[config.mk]
export PLATFORM = sky130hd
export DESIGN_NAME = nor_tree_pipe_flat
export DESIGN_NICKNAME = d
export VERILOG_FILES = /design/src/rtl/nor_tree_pipe_pkg.sv /design/src/rtl/nor_tree_pipe_if.sv /design/src/rtl/nor_tree_stage.sv /design/src/rtl/nor_tree_pipe.sv /design/src/flat_wrapper.sv
export SDC_FILE = /design/constraint.sdc
export NUM_CORES = 1
export LEC_CHECK = 0
export CAP_MARGIN = 20
export CORE_AREA = 10 10 47 49
export CTS_CLUSTER_SIZE = 40
export DETAILED_ROUTE_END_ITERATION = 8
export DIE_AREA = 0 0 57 59
export HOLD_SLACK_MARGIN = 0.05
export PLACE_DENSITY = 0.71
export SLEW_MARGIN = 0
export SYNTH_ARGS = -nofsm -noshare
export SYNTH_HDL_FRONTEND = slang
export SYNTH_HIERARCHICAL = 1
export SYNTH_SLANG_ARGS = --single-unit
[constraint.sdc]
create_clock -name CLK -period 1.3 [get_ports CLK]
set_clock_uncertainty 0.1 [all_clocks]
set_input_delay 0.13 -clock CLK [delete_from_list [all_inputs] [get_ports CLK]]
set_output_delay 0.13 -clock CLK [all_outputs]
set_load 0.03 [all_outputs]
[src/rtl/nor_tree_pipe_pkg.sv]
// nor_tree_pipe_pkg: shared fan-in constant and tree sizing helpers for nor_tree_pipe
package nor_tree_pkg;
    localparam int NOR_TREE_FANIN = 3;

    function automatic int clog3(input int n);
        int s;
        int w;
        s = 1;
        w = NOR_TREE_FANIN;
        while (w < n) begin
            w = w * NOR_TREE_FANIN;
            s = s + 1;
        end
        return s;
    endfunction

    function automatic int stage_width(input int n, input int k);
        int w;
        w = n;
        for (int i = 0; i < k; i++) w = (w + NOR_TREE_FANIN - 1) / NOR_TREE_FANIN;
        return w;
    endfunction
endpackage

[src/rtl/nor_tree_pipe_if.sv]
// nor_tree_pipe_if: valid/ready bus of nor_tree_pipe; sticky signals exist only with NOR_TREE_PIPE_STICKY_EN
interface nor_tree_pipe_if #(
    parameter int WIDTH    = 9,
    parameter int CHANNELS = 2
);
    logic [CHANNELS*WIDTH-1:0] A;
    logic                      in_valid;
    logic                      in_ready;
    logic [CHANNELS-1:0]       Y;
    logic                      out_valid;
    logic                      out_ready;
`ifdef NOR_TREE_PIPE_STICKY_EN
    logic                      sticky_clr;
    logic [CHANNELS-1:0]       sticky;
    modport master (output A, in_valid, out_ready, sticky_clr, input in_ready, Y, out_valid, sticky);
    modport slave  (input A, in_valid, out_ready, sticky_clr, output in_ready, Y, out_valid, sticky);
`else
    modport master (output A, in_valid, out_ready, input in_ready, Y, out_valid);
    modport slave  (input A, in_valid, out_ready, output in_ready, Y, out_valid);
`endif
endinterface

[src/rtl/nor_tree_stage.sv]
// nor_tree_stage: one registered 3:1 OR-reduction level per channel, inverting on the last level
module nor_tree_stage
    import nor_tree_pkg::*;
#(
    parameter int  IN_W     = 9,
    parameter int  CHANNELS = 2,
    parameter bit  INV      = 1'b0,
    localparam int OUT_W    = (IN_W + NOR_TREE_FANIN - 1) / NOR_TREE_FANIN
) (
    input  logic                      CLK,
    input  logic                      R,
    input  logic                      adv,
    input  logic                      v_in,
    input  logic [CHANNELS*IN_W-1:0]  d_in,
    output logic                      v_out,
    output logic [CHANNELS*OUT_W-1:0] d_out
);
    logic [CHANNELS*OUT_W-1:0] red;

    // OR each group of three bits; a short last group behaves as if zero-padded
    always_comb begin
        red = '0;
        for (int c = 0; c < CHANNELS; c++)
            for (int j = 0; j < IN_W; j++)
                red[c*OUT_W + j/NOR_TREE_FANIN] = red[c*OUT_W + j/NOR_TREE_FANIN] | d_in[c*IN_W + j];
    end

    // Level register: data loads on every advance even for bubbles
    always_ff @(posedge CLK or negedge R) begin
        if (!R) begin
            d_out <= '0;
            v_out <= 1'b0;
        end else if (adv) begin
            d_out <= INV ? ~red : red;
            v_out <= v_in;
        end
    end
endmodule

[src/rtl/nor_tree_pipe.sv]
// nor_tree_pipe: pipelined per-channel wide NOR with global-stall valid/ready handshake
// Defining NOR_TREE_PIPE_STICKY_EN adds per-channel sticky hit flags with a sync clear.
module nor_tree_pipe
    import nor_tree_pkg::*;
#(
    parameter int WIDTH    = 9,
    parameter int CHANNELS = 2
) (
    input  logic           CLK,
    input  logic           R,
    nor_tree_pipe_if.slave bus
);
    localparam int STAGES = clog3(WIDTH);

    logic adv;
    assign adv = !bus.out_valid || bus.out_ready;
    assign bus.in_ready = adv;

    for (genvar k = 0; k < STAGES; k++) begin : g_stg
        localparam int IW = stage_width(WIDTH, k);
        localparam int OW = stage_width(WIDTH, k + 1);
        logic [CHANNELS*IW-1:0] d;
        logic                   vi;
        logic [CHANNELS*OW-1:0] q;
        logic                   v;
        if (k == 0) begin : g_head
            assign d  = bus.A;
            assign vi = bus.in_valid;
        end else begin : g_link
            assign d  = g_stg[k-1].q;
            assign vi = g_stg[k-1].v;
        end
        nor_tree_stage #(
            .IN_W    (IW),
            .CHANNELS(CHANNELS),
            .INV     (k == STAGES - 1)
        ) u_stage (
            .CLK  (CLK),
            .R    (R),
            .adv  (adv),
            .v_in (vi),
            .d_in (d),
            .v_out(v),
            .d_out(q)
        );
    end

    assign bus.Y         = g_stg[STAGES-1].q;
    assign bus.out_valid = g_stg[STAGES-1].v;

`ifdef NOR_TREE_PIPE_STICKY_EN
    logic [CHANNELS-1:0] sticky;

    // Sticky flags: a delivered Y=1 sets its bit, clear drops it, set beats clear
    always_ff @(posedge CLK or negedge R) begin
        if (!R) sticky <= '0;
        else sticky <= (sticky & ~{CHANNELS{bus.sticky_clr}}) | (bus.Y & {CHANNELS{bus.out_valid && bus.out_ready}});
    end

    assign bus.sticky = sticky;
`endif
endmodule

[src/flat_wrapper.sv]
// flat-port wrapper written by rule: the top's interface ports become plain ports
module nor_tree_pipe_flat import nor_tree_pkg::*;
#(
    parameter int WIDTH    = 9,
    parameter int CHANNELS = 2
)
  (CLK, R, bus_A, bus_in_valid, bus_out_ready, bus_in_ready, bus_Y, bus_out_valid);
  nor_tree_pipe_if #(.WIDTH(WIDTH), .CHANNELS(CHANNELS)) bus_i ();
  input  logic CLK;
  input  logic R;
  input wire logic [$bits(bus_i.A)-1:0] bus_A;
  input wire logic [$bits(bus_i.in_valid)-1:0] bus_in_valid;
  input wire logic [$bits(bus_i.out_ready)-1:0] bus_out_ready;
  output wire logic [$bits(bus_i.in_ready)-1:0] bus_in_ready;
  output wire logic [$bits(bus_i.Y)-1:0] bus_Y;
  output wire logic [$bits(bus_i.out_valid)-1:0] bus_out_valid;
  assign bus_i.A = bus_A;
  assign bus_i.in_valid = bus_in_valid;
  assign bus_i.out_ready = bus_out_ready;
  assign bus_in_ready = bus_i.in_ready;
  assign bus_Y = bus_i.Y;
  assign bus_out_valid = bus_i.out_valid;
  nor_tree_pipe #(.WIDTH(WIDTH), .CHANNELS(CHANNELS)) u_core (.CLK(CLK), .R(R), .bus(bus_i));
endmodule
==> results.md <==
Critical path:
- For this run, the slowest stage of the critical path takes 410 ps.
- Among cell families on the critical path, the largest total delay comes from flip-flops.
- In this run the critical register-to-register path is launched from u_core/g_stg[1].u_stage/v_out.
- The data arrival time of the worst path is 960 ps.
- The worst setup path is launched from a flop.
- The depth of the most critical reg-to-reg path is 2.
- The combined buffer and inverter count along the critical path is 1.
- STA classifies the critical path endpoint as an output pin.
- The master of the slowest instance on the critical path is dfrtp_1.
- The register-to-register path setup slack is 210 ps.
- The highest fanout seen on the critical path is 7.
- The kind of critical path is flop to output pin.
- The required time at the endpoint of the critical path is 1070 ps.
- Walking the worst path, the cells encountered are nand2b_4, buf_4.
- The capture point of the worst reg-to-reg path is u_core/g_stg[1].u_stage/d_out[1].

Clock network:
- The clock slew seen by the registers of the worst setup and hold paths is 60 ps.
- The longest clock path from root to sink contains 2 buffers.
- The number of clock buffers added by TritonCTS is 3.
- The number of levels the H-tree was split into is 1.
- Hold repair after CTS inserted 0 buffers.
- Counting every sink on the clock net gives 10.
- The quantity of gates resized following cts is 0.
- After clock tree synthesis, the setup repair step added 0 buffers.
- The clock reaches the later pin of the worst-skew pair after 260 ps.
- CTS placed an instance of clkbuf_4 at the clock tree root.
- TritonCTS built the clock tree.

STA:
- Summed over all failing endpoints, the final setup total negative slack is 0 ps.
- The hold violation count in the final report came to 0.
- The highest clock rate is 837 MHz.
- The worst-case hold slack is 82.5 ps.
- After layout, the worst path uses 91.9% of the clock period.
- Subtracting the final worst setup slack from the clock period gives 1190 ps.
- The worst slew slack as a fraction of its limit is 70.3%.
- Setup repair after global routing left no endpoint under its margin.
- Setup violations remaining at the end of the flow were counted as 0.
- The final count of pins violating max slew came to 0.
- The transition time of the tightest slew-check pin is 445 ps.

Logic synthesis:
- The top flip-flop cell by instance count after synthesis is dfrtp_1.
- The top cell type by total area after synthesis is dfrtp_1.
- The number of standard cells after synthesis is 36.
- The synthesized area per cell is 12.0 µm².
- The number of unique standard cell types used by synthesis is 9.
- The dominant cell by count in the synthesized netlist is dfrtp_1.
- For this run, the register share of the synthesized area comes to 58.1%.
- For this run, the number of Yosys warnings is 6.
- Summed over its instances, the top area cell type makes up 58.1% of the synthesized netlist area.
- The multiplexer share of the synthesized area is 10.5%.
- The commonest cells after synthesis are dfrtp_1, nor3_1, a21oi_2, mux2_2, nor2_2.
- The fraction of synthesis flops using an asynchronous set or reset pin is 100%.
- In this run the cell area of the synthesized design comes to 430 µm².
- The net count of the mapped netlist is 58.
- The synthesized netlist devotes 18.3% of its cell area to simple gates.
- Ranked by total cell area, the synthesized netlist is headed by dfrtp_1, mux2_2, nor3_1.
- By area, the combinational part of the netlist is dominated by simple AND/OR/NAND/NOR gates.
- The flip-flop and latch count after synthesis is 10.
- The synthesized netlist devotes 0% of its cell area to adder and majority cells.
- In this run, synthesis inferred 0 flip-flops with an integrated enable.
- Summing the areas of all compound-gate instances in the mapped netlist gives 10.5% of the synthesized area.
- The post-synthesis share of cell area spent on xor and xnor gates is 0%.

Final layout:
- In the final layout, flip-flops and latches occupy 250 µm².
- For this run, the post-layout net count is 89.
- The fraction of final layout cells with drive strength greater than 1 is 33.8%.
- Relative to the synthesized area, the layout overhead comes to 68.3%.
- The area taken by multi-input logic gates is 176 µm².
- The number of inserted diodes is 0.
- Fill cells in the final layout number 149.

Power and ir drop:
- Overall power consumption after layout is estimated at 0.758 mW.
- The maximum vdd drop is 0.000401 V.
- Power spread over the standard cell area amounts to 1050 nW/µm².
- The cell leakage power is 0.282 nW.

Placed design:
- In this run the tool buffered the top-level ports with 25 buffer cells.
- The HPWL after detailed placement is 890 µm.
- Routability-driven placement finished with a final weighted congestion of 0.686.

Drt:
- Wire segments on met2 add up to 376 µm in the final route.
- The first routing iteration left 0 violations.
- In the detailed route, the total length drawn on met3 is 175 µm.
- Routed signal wires occupy layers up through met4.
- The detailed-routing wirelength on met1 is 466 µm.
- In this run the remaining antenna-violating nets after routing total 0.
- The total wire length is 1050 µm.
- The DRC violation count after routing is 0.
- The routed wire length per instance is 12.9 µm.
- The routed via count is 367.
- The routed via count divided by cell count is 4.53.
- For this run, the detailed router's first-pass iteration total came to 1.

Floorplan:
- Once the floorplan was initialized, standard cells occupied 30.7% of the core.
- The die covers 3360 µm².
- 26 I/O pins were placed.
- The standard-cell row count is 14.
- The die is 59 µm tall.
- The standard cell core area is 1400 µm².
- The horizontal die dimension is 57 µm.

Global routing:
- The initial antenna violation count is 0.
- The overall fraction of global-route tracks in use is 6.86%.
- Entering global routing, the biggest net connects 11 pins.
- The via count of the first global-routing pass is 397.
- The first global-routing pass estimated 1720 µm of wire.
- The overflow left after global routing is 0.

Flow run:
- The tool flagged a number of max-cap violations equal to 0.

Outcome:
- The flow ran to the end, and the final reports show no timing, DRC or antenna violations.

Worst hold path:
- The path class of the tightest hold or removal check is input port to async pin.
==> report_power, final <==
part	leakage, nW	switching (mW)	total (mW)	internal, mW
Sequential	0.108	0.0206	0.359	0.338
Clock	0.0138	0.0958	0.202	0.106
Combinational	0.160	0.0839	0.197	0.113
==> state kept, by name (all words and copies together) (netlist names) <==
| register | count |
|---|---|
| u_core/g_stg.u_stage/d_out | 8 |
| u_core/g_stg.u_stage/v_out | 2 |
==> worst max-delay path by stage <==
stage,depth (start not counted),startpoint,endpoint
6_report,2,u_core/g_stg[1].u_stage/v_out,bus_in_ready
5_1_grt,2,u_core/g_stg[1].u_stage/v_out,bus_in_ready
4_1_cts,2,u_core/g_stg[1].u_stage/v_out,bus_in_ready
3_5_place_dp,3,bus_out_ready,u_core/g_stg[1].u_stage/d_out[1]
3_3_place_gp,3,bus_out_ready,u_core/g_stg[1].u_stage/d_out[1]
2_1_floorplan,2,u_core/g_stg[1].u_stage/v_out,u_core/g_stg[0].u_stage/v_out
==> layout by cell type (no fill, tap or decap) <==
cell type / n
nor3_1: 8
a21oi_2: 4
clkdlybuf4s50_1: 21
nand2b_4: 1
mux2_2: 4
a21oi_1: 2
clkbuf_4: 3
nor2_2: 4
buf_4: 6
nor2_1: 2
dfrtp_1: 10
==> through the flow <==
stage | area [µm²] | util, % | instances | setup WS, ps
finish | 724 | 51.7 | 81 | 106
global route | 724 | 51.7 | 81 | 51.5
CTS | 724 | 51.7 | 81 | 86.5
detailed placement | 702 | 50.1 | 78 | -22.7
global placement | 702 | 50.1 | 78 | 4.54
floorplan | 438 | - | 36 | 8.26
==> metal layers <==
layer	global-route usage [%]	vias to the layer above
li1	-	184
met1	6.61	155
met2	8.68	24
met3	6.22	4
met4	6.04	0
met5	0	-
==> area by class of cell <==
type	instances	area share [%]
clock buffer	3	3.11
multi-input combinational	25	24.4
sequential	10	34.5
tap	16	2.76
timing repair buffer	27	35.2
==> logic make-up after synthesis <==
kind of cell	after synthesis
AND/OR/NAND/NOR	15
flip-flops	10
AO/OA/AOI/OAI	6
multiplexers	4
buffers and inverters	1
(Power assumes the default switching activity.)
